[src/rtl/cpu_control_fsm.sv]
// cpu_control_fsm: multi-cycle fetch/decode/execute/memory sequencer for the 16-bit instruction datapath.
// Outputs are combinational from state and inputs; only the state, timeout counter and trap flags are registered.
module cpu_control_fsm #(
    parameter int MEM_TIMEOUT = 15,
    parameter int TMO_W       = 8
) (
    input  logic       clk,
    input  logic       reset,
    input  logic [3:0] opcode,
    input  logic [2:0] opcode2,
    input  logic       zero_flag,
    input  logic       mem_ack,
    output logic       mem_req,
    output logic       mem_we,
    output logic       addr_sel,
    output logic       ir_load,
    output logic       pc_inc,
    output logic       pc_load,
    output logic [2:0] alu_op,
    output logic       alu_src_imm,
    output logic       reg_we,
    output logic       wb_sel,
    output logic       halted,
    output logic       illegal,
    output logic       bus_error
);
    typedef enum logic [2:0] {FETCH, DECODE, EXEC, MEM, HALT} state_t;

    localparam logic [TMO_W-1:0] TMO_LAST = TMO_W'(MEM_TIMEOUT - 1);

    state_t           state_q, state_d;
    logic [TMO_W-1:0] tmo_q, tmo_d;
    logic             illegal_q, illegal_d;
    logic             bus_error_q, bus_error_d;
    logic             is_alu;

    assign is_alu = opcode >= 4'h1 && opcode <= 4'h8;

    always_ff @(posedge clk or posedge reset) begin
        if (reset) begin
            state_q     <= FETCH;
            tmo_q       <= '0;
            illegal_q   <= 1'b0;
            bus_error_q <= 1'b0;
        end else begin
            state_q     <= state_d;
            tmo_q       <= tmo_d;
            illegal_q   <= illegal_d;
            bus_error_q <= bus_error_d;
        end
    end

    // Reset gates every output so an in-flight request drops without waiting for an edge.
    always_comb begin
        state_d     = state_q;
        illegal_d   = illegal_q;
        bus_error_d = bus_error_q;
        tmo_d       = tmo_q;
        mem_req     = 1'b0;
        mem_we      = 1'b0;
        addr_sel    = 1'b0;
        ir_load     = 1'b0;
        pc_inc      = 1'b0;
        pc_load     = 1'b0;
        alu_op      = 3'd0;
        alu_src_imm = 1'b0;
        reg_we      = 1'b0;
        wb_sel      = 1'b0;
        halted      = 1'b0;
        illegal     = 1'b0;
        bus_error   = 1'b0;
        if (!reset) begin
            illegal   = illegal_q;
            bus_error = bus_error_q;
            case (state_q)
                FETCH: begin
                    mem_req = 1'b1;
                    ir_load = mem_ack;
                    pc_inc  = mem_ack;
                    state_d = mem_ack ? DECODE : FETCH;
                end
                DECODE: begin
                    if (opcode == 4'hB || opcode == 4'hF) begin
                        state_d   = HALT;
                        illegal_d = 1'b1;
                    end else if (opcode == 4'hE)
                        state_d = (opcode2 == 3'b000) ? HALT : FETCH;
                    else if (opcode == 4'h9 || opcode == 4'hA)
                        state_d = MEM;
                    else
                        state_d = (opcode == 4'h0) ? FETCH : EXEC;
                end
                EXEC: begin
                    // Opcodes 1..8 map linearly onto ADD..PASS_B.
                    alu_op      = is_alu ? 3'(opcode - 4'd1) : 3'd0;
                    alu_src_imm = opcode == 4'h8;
                    reg_we      = is_alu;
                    pc_load     = opcode == 4'hC || (opcode == 4'hD && zero_flag);
                    state_d     = FETCH;
                end
                MEM: begin
                    mem_req  = 1'b1;
                    addr_sel = 1'b1;
                    mem_we   = opcode == 4'hA;
                    reg_we   = mem_ack && opcode != 4'hA;
                    wb_sel   = mem_ack && opcode != 4'hA;
                    state_d  = mem_ack ? FETCH : MEM;
                end
                HALT:    halted = 1'b1;
                default: state_d = FETCH;
            endcase
            // An ack in the last allowed cycle still completes the access.
            if (mem_req && !mem_ack && tmo_q == TMO_LAST) begin
                state_d     = HALT;
                bus_error_d = 1'b1;
            end
            tmo_d = (state_d != state_q || mem_ack) ? '0 : mem_req ? tmo_q + TMO_W'(1) : tmo_q;
        end
    end
endmodule

[config.mk]
export PLATFORM = sky130hd
export DESIGN_NAME = cpu_control_fsm
export DESIGN_NICKNAME = d
export VERILOG_FILES = /design/src/rtl/cpu_control_fsm.sv
export SDC_FILE = /design/constraint.sdc
export NUM_CORES = 1
export LEC_CHECK = 0
export CAP_MARGIN = 20
export CORE_ASPECT_RATIO = 1.1
export CORE_UTILIZATION = 40
export DETAILED_ROUTE_END_ITERATION = 8
export GPL_ROUTABILITY_DRIVEN = 1
export PLACE_DENSITY_LB_ADDON = 0.12
export RECOVER_POWER = 50
export SETUP_SLACK_MARGIN = 0.5
export SKIP_LAST_GASP = 1
export SYNTH_ARGS = -nofsm -noshare
export SYNTH_HDL_FRONTEND = slang
export SYNTH_SLANG_ARGS = --single-unit
[constraint.sdc]
create_clock -name clk -period 2.35 [get_ports clk]
set_input_delay 0.47 -clock clk [delete_from_list [all_inputs] [get_ports clk]]
set_output_delay 0.47 -clock clk [all_outputs]
set_load 0.05 [all_outputs]
# == Yosys cells after proc, flatten, opt, wreduce, memory -nomap -nowiden ==
# Cells that the tools add are included.
# classes
mux,36
bitwise,1
order_cmp,2
n_reduce_logical,18
eq_ne,15
add_sub_neg,2
# ops
operator,n
$eq A4 B4 Y1 const B,8
$mux W3,8
$mux W1,21
$mux W8,2
$pmux W3 S4,1
$add A8 B1 Y8 const B,1
$eq A8 B4 Y1 const B,1
$eq A3 B2 Y1 const B,2
$logic_not A3 Y1,2
$mux W2,3
$logic_and A1 B1 Y1,5
$ge A4 B1 Y1 const B,1
$le A4 B4 Y1 const B,1
$logic_not A4 Y1,1
$logic_or A1 B1 Y1,4
$ne A4 B4 Y1 const B,1
$reduce_and A2 Y1,2
$eq A3 B1 Y1 const B,1
$eq A3 B3 Y1 const B,1
$ne A3 B3 Y1,1
$reduce_and A3 Y1,1
$sub A3 B1 Y3 const B,1
$pmux W1 S2,1
$reduce_bool A2 Y1,1
3 further kinds,3
# word_totals
output_inout_bits,15
elab_cells,78
reg_bits,13
in_bits,11

# == Logic depth before layout (Yosys ltp) ==
# Gate-level depths: netlist (run 1).
# depth
depth_word,12
depth_mapped,6

# == Worst setup path before layout (run 1) ==
# OpenSTA, ideal clock, no wires.
# synth_timing
kind,input to output
from,input reset
to,output halted
path_buffers,1
setup_slack_ns,-0.325
arrival_time_ns,2.205
cell_stages,2
path_cell_list,clkbuf_1 > nor4_1
# synth_via
elab_chain_cells,1
# synth_rtl
item,line_no,rtl
"start, declared",8,"input logic reset,"
$mux W1,72,if (!reset) begin
"end, declared",23,"output logic halted,"
# Every way passes these cells.

# == Worst setup path in the final report (run 1) ==
# layout_timing
from,input reset
to,output bus_error
# layout_via
elab_chain_cells,1
# layout_rtl
item,line_no,rtl
$mux W1,72,
"end, declared",25,output logic bus_error
# Every way passes these cells.

==> results of run 1 <==
-- layout make-up --
type	instances	area (sq um)
Clock buffer	4	26.3
Fill cell	165	554
Inverter	9	45.0
Multi-Input combinational cell	103	896
Sequential cell	13	329
Tap cell	31	38.8
Timing Repair Buffer	55	631
-- repair_timing --
| item | 4_1_cts | 5_1_grt |
|---|---|---|
| cloned | 0 | 0 |
| endpoints found under the setup margin | 26 | 23 |
| buffers inserted | 9 | 4 |
| gates resized for setup | 46 | 6 |
| pin swaps | 19 | 7 |
-- sequential cells by signal (all words and copies together), names as in the netlist --
name / flops
bus_error_q: 1
illegal_q: 1
tmo_q: 8
state_q: 3
-- worst max-delay path: stages --
cell	delay, ns
clkdlybuf4s25_1	0.31
clkbuf_1	0.44
nor2b_1	0.09
dlymetal6s2s_1	0.33
-- synth_stat cells, types with 2 or more instances --
library cell  count  area share [%]
nor2_1           14             4.9
dfrtp_1          13              30
nand2_1          11             3.8
inv_1             9             3.1
a21oi_1           8             3.7
ha_1              7             8.2
a31oi_1           6             3.5
clkbuf_1          5             1.7
nand3b_1          5             3.5
nor3_1            5             2.3
nor2b_1           4             2.3
o211ai_1          4             2.8
and3_1            3             1.7
nand3_1           3             1.4
nand4b_1          3             2.4
o21ai_0           3             1.4
xnor2_1           3             2.4
a21o_1            2             1.4
and3_2            2             1.4
nor4_1            2             1.2
-- cells by family (layout without fill, tap and decap cells) --
kind of cell / after synthesis / after routing
xor gates and xnor gates: 4 / 4
DFF: 13 / 13
adders and majority gates: 7 / 7
and+or+nand+nor: 58 / 58
muxes: 1 / 1
AOI/OAI and AO/OA: 33 / 33
buffers and inverters: 16 / 68
-- metrics by stage --
step                setup TNS (ns)  hold WS, ns  power (mW)  utilization (%)  worst slack, ns
floorplan                        0        0.379       0.892                -            0.247
global placement           -0.0302        0.437        1.18             69.4          -0.0176
detailed placement          -0.188        0.441        1.20             69.4          -0.0541
CTS                              0        0.447        1.49             77.0            0.348
global route                     0        0.483        1.67             78.0            0.153
finish                           0        0.457        1.58             78.0            0.235
-- routing by layer --
| layer | share of wire [%] | global-route usage, % | vias up |
|---|---|---|---|
| li1 | - | - | 590 |
| met1 | 39 | 30.2 | 610 |
| met2 | 56 | 41.9 | 43 |
| met3 | 3.6 | 4.07 | 7 |
| met4 | 1.7 | 10.0 | 0 |
| met5 | 0 | 0 | - |
-- power breakdown --
part | internal, mW | switching, mW
clock network | 0.0661 | 0.0809
registers | 0.279 | 0.0778
logic | 0.495 | 0.585
total | 0.840 | 0.743
-- worst max path at each step --
stage	start	end	slack (ns)	depth (start not counted)
2_1_floorplan	reset	halted	0.25	2
3_3_place_gp	opcode[1]	reg_we	-0.02	8
3_5_place_dp	opcode[1]	reg_we	-0.05	8
4_1_cts	tmo_q[0]	tmo_q[5]	0.35	6
5_1_grt	reset	illegal	0.15	4
6_report	reset	bus_error	0.23	4
==> flow_summary.json, run 1 <==
{
  "status": "completed",
  "first_global_vias": 1191,
  "mostFrequentLayoutCells": "22 x buf_4, 13 x buf_12, 10 x dfrtp_1",
  "io-pin-count": 26,
  "maxCapViolations": 0,
  "routed-via-count": 1250,
  "clock_tree_from_tritoncts": "done",
  "width_of_the_chip_um": 51.4,
  "clk_pin_slew_worst_paths_ns": 0.08,
  "finalHoldViolCount": 0,
  "placement.io_buffers": 25,
  "cts_max_level": 1,
  "global_route_wire_length_before_repair_mm": 5.37,
  "hold_critical_path_endpoint": "bus_error_q",
  "cts_hold_buf": 0,
  "muxShareOfSynthArea_pct": 0.932,
  "total_gr_overflow": 0,
  "vdd_drop_max_mv": 0.767,
  "cts_sinks": 13,
  "detail_route.iter0.violations": 35,
  "worstSetupPathType": "in2out",
  "unrepaired_setup_endpoints_after_global_routing": "true",
  "die_height_um": 56.3,
  "maxSlewHeadroom_pct": 64.7,
  "initial_utilization_pct": 42.6,
  "post_synth_xor_area_fraction_pct": 3.26,
  "yosys.area_share.simple_pct": 30.1,
  "layout_commonest_cell": "buf_4",
  "die_area_sq_um": 2900,
  "ys_ff_latch": 13,
  "drtAntennaViolNets": 0,
  "placed_area_sq_um": 1750,
  "crit_path_end_kind": "output pin",
  "critical_path_peak_fanout": 11,
  "cp.required_ns": 1.88,
  "reg2reg_slack_ns": 0.32,
  "synth_top_family_by_area": "simple AND/OR/NAND/NOR gates",
  "place_inst": 198,
  "drt_pre_antenna_iters": 4,
  "regToRegStartpoint": "tmo_q[0]",
  "achievable-frequency_mhz": 473,
  "adder_and_majority_cell_fraction_of_the_synthesized_area_pct": 8.16,
  "track_usage_pct": 24.6,
  "root_buffer_selected_by_cts": "clkbuf_4",
  "placement_rows": 19,
  "final.period_utilization_pct": 90.0,
  "cts-root-to-sink-buffers": 2,
  "drc": 0,
  "wire_per_inst_um": 17.0,
  "mappedNetlistArea_sq_um": 1070,
  "final_nets": 203,
  "gp_congestion": 0.892,
  "hold_path_cell_cnt": 1,
  "critical_path_arrival_ns": 1.65,
  "postSynthNetCount": 150,
  "numCtsBuffers": 3,
  "hp-start": "bus_error_q",
  "synth.lib_cells_used.distinct": 40,
  "finalWorstPathRequiredPeriod_ns": 2.12,
  "skew_ns": 0.000576,
  "worstSkewPairLatency_ns": 0.29,
  "power_leakage_nw": 0.826,
  "final_cell_area_sq_um": 1970,
  "ys_dominant_reg_cell": "dfrtp_1",
  "start_kind": "input port",
  "vias_per_cell": 5.81,
  "rr_endpoint": "tmo_q[5]",
  "rr_worst_depth": 6,
  "grt_max_degree": 12,
  "post_synth_inst_count": 132,
  "transition_at_the_pin_with_the_smallest_max_transition_slack_ns": 0.530,
  "slew_violations": 0,
  "synth-edff-count": 0,
  "synth_sequential_area_ratio_pct": 30.3,
  "drive_gt1_share_pct": 47.3,
  "synth_async_sr_flop_share_pct": 100,
  "area_delta_synth_final_pct": 83.1,
  "power.density_cell_area_nw_per_um2": 805,
  "dp_hpwl_mm": 2.39,
  "timing.hold.worst.class": "reg2reg",
  "compound_gate_portion_of_the_synthesized_area_pct": 21.2,
  "finalSetupViolCount": 0,
  "syn_area_per_cell_sq_um": 8.13,
  "number_of_antenna_violations_at_the_first_check_in_global_routing": 0,
  "yosys_warnings": 0,
  "core_region_area_sq_um": 2520,
  "wl_mm": 3.65,
  "final-instance-count-excl-fill": 215,
  "num_antenna_cells": 0
}
(Power assumes the default switching activity.)
==> run 2: changes to the inputs <==
Settings changed: DONT_BUFFER_PORTS set to 1, HOLD_SLACK_MARGIN set to 0.08.
==> run 2 against run 1 <==
Effect of this change:
- worst hold slack got worse by 0.13 ns
- clock-buffer cell count unchanged
- wire length decreased by 17%
- global-route usage decreased by 1.9 points
- sequential power decreased by 8.1%
- critical path type is now reg2reg
==> flow_summary.json, run 2 (synthesis gave the netlist of run 1 again) <==
{
  "hp-start": "reset",
  "timing.critical_path.max_delay_family": "simple AND/OR/NAND/NOR gates",
  "wl_mm": 3.02,
  "path_cells": "inv_1 > ha_1 > or4b_1 > or4_4 > o211ai_1 > a21oi_1",
  "num_antenna_cells": 0,
  "cts_max_level": 1,
  "slowest_stage": "or4b_1",
  "finalWorstPathRequiredPeriod_ns": 2.06,
  "skew_ns": 0.00210,
  "largest_reg_flops": 8,
  "hold_ws_ns": 0.325,
  "core_region_area_sq_um": 2520,
  "finalSetupViolCount": 0,
  "cts-root-to-sink-buffers": 2,
  "placement.io_buffers": 0,
  "drive_gt1_share_pct": 36.2,
  "largestRegisters": "tmo_q x8, state_q x3",
  "maxSlewHeadroom_pct": 60.8,
  "gp_congestion": 0.782,
  "initial_utilization_pct": 42.6,
  "critical_path_arrival_ns": 2.20,
  "worst-path-buf-inv": 1,
  "hold_path_cell_cnt": 2,
  "final.setup.worst_slack_ns": 0.290,
  "clock_tree_from_tritoncts": "done",
  "regToRegStartpoint": "tmo_q[0]",
  "rr_worst_depth": 6,
  "finalHoldViolCount": 0,
  "ff_latch_area_sq_um": 328,
  "placement_rows": 19,
  "layout.core_utilization_pct": 58.8,
  "power.density_cell_area_nw_per_um2": 931,
  "critical_path_depth": 6,
  "wire_per_inst_um": 16.5,
  "status": "completed",
  "preCtsSetupSlack_ns": 0.296,
  "finalSetupTns_ns": 0,
  "width_of_the_chip_um": 51.4,
  "routed-via-count": 1103,
  "power_leakage_nw": 0.588,
  "dp_hpwl_mm": 2.07,
  "numCtsBuffers": 3,
  "worstSetupPathType": "reg2reg",
  "worst_path_largest_cell_delay_ns": 0.50,
  "worstSkewPairLatency_ns": 0.28,
  "area_delta_synth_final_pct": 38.1,
  "crit_path_end_kind": "register",
  "drtAntennaViolNets": 0,
  "cts_sinks": 13,
  "detail_route.iter0.violations": 15,
  "maxCapViolations": 0,
  "fill_cells": 241,
  "die_height_um": 56.3,
  "cp.required_ns": 2.49,
  "drc": 0,
  "critical_path_peak_fanout": 5,
  "number_of_antenna_violations_at_the_first_check_in_global_routing": 0,
  "placed_area_sq_um": 1270,
  "global_route_wire_length_before_repair_mm": 4.87,
  "unrepaired_setup_endpoints_after_global_routing": "true",
  "total_gr_overflow": 0,
  "final-instance-count-excl-fill": 183,
  "place_inst": 163,
  "achievable-frequency_mhz": 486,
  "reg2reg_slack_ns": 0.29,
  "grt_max_degree": 14,
  "hold_critical_path_endpoint": "state_q[0]",
  "design_power_total_mw": 1.38,
  "max_flop_register": "tmo_q",
  "multi_input_combinational_cell_area_sq_um": 873,
  "rr_endpoint": "tmo_q[3]",
  "slew_violations": 0,
  "die_area_sq_um": 2900,
  "clk_pin_slew_worst_paths_ns": 0.08,
  "start_kind": "register",
  "track_usage_pct": 22.8,
  "root_buffer_selected_by_cts": "clkbuf_4",
  "mostFrequentLayoutCells": "11 x dfrtp_1, 10 x buf_4, 9 x nand2_1",
  "transition_at_the_pin_with_the_smallest_max_transition_slack_ns": 0.590,
  "drt_pre_antenna_iters": 4,
  "layout_commonest_cell": "dfrtp_1",
  "final_nets": 171,
  "final.period_utilization_pct": 87.6,
  "final_cell_area_sq_um": 1480,
  "timing.hold.worst.class": "in2reg",
  "first_global_vias": 1084,
  "vias_per_cell": 6.03,
  "io-pin-count": 26,
  "vdd_drop_max_mv": 0.670
}
-- run 2: cell count changes in the layout (fill, tap and decap cells not counted), moves of 2 or more --
cell	previous run	this run
buf_12	13	0
buf_4	22	10
clkdlybuf4s50_1	4	0
ha_4	3	0
buf_8	2	0
clkbuf_1	3	5
dlymetal6s2s_1	2	0
ha_1	4	6
inv_2	1	3
-- run 2: worst max path at each step --
stage / from / endpoint / slack [ns]
floorplan: reset / halted / 0.25
global placement: tmo_q[0] / tmo_q[3] / 0.35
detailed placement: tmo_q[0] / tmo_q[3] / 0.30
CTS: state_q[2] / mem_we / 0.31
global route: state_q[2] / wb_sel / 0.24
finish: tmo_q[0] / tmo_q[3] / 0.29
-- run 2: repair_timing --
action,CTS,global route
pin swaps,11,5
cloned,1,0
buffers inserted,13,1
hold buffers,1,0
endpoints found under the hold margin,6,0
resized for setup,19,2
setup endpoints to repair,24,22
-- run 2: layer usage --
metal | track usage (%) | share of wire [%]
met4 | 11.2 | 3.0
met3 | 2.17 | 2.6
met1 | 24.4 | 40
met2 | 42.7 | 55
met5 | 0 | 0
-- run 2: area by class of cell --
cell class | instances | share of cell area [%]
Multi-Input combinational cell | 104 | 58.9
Clock buffer | 4 | 1.77
Inverter | 9 | 2.53
Sequential cell | 13 | 22.1
Timing Repair Buffer | 22 | 12.1
Tap cell | 31 | 2.62
-- run 2: power breakdown --
group	leakage, nW	internal, mW	switching, mW
Clock	0.0150	0.0659	0.0782
Sequential	0.170	0.277	0.0502
Combinational	0.402	0.351	0.557
Total	0.588	0.695	0.686
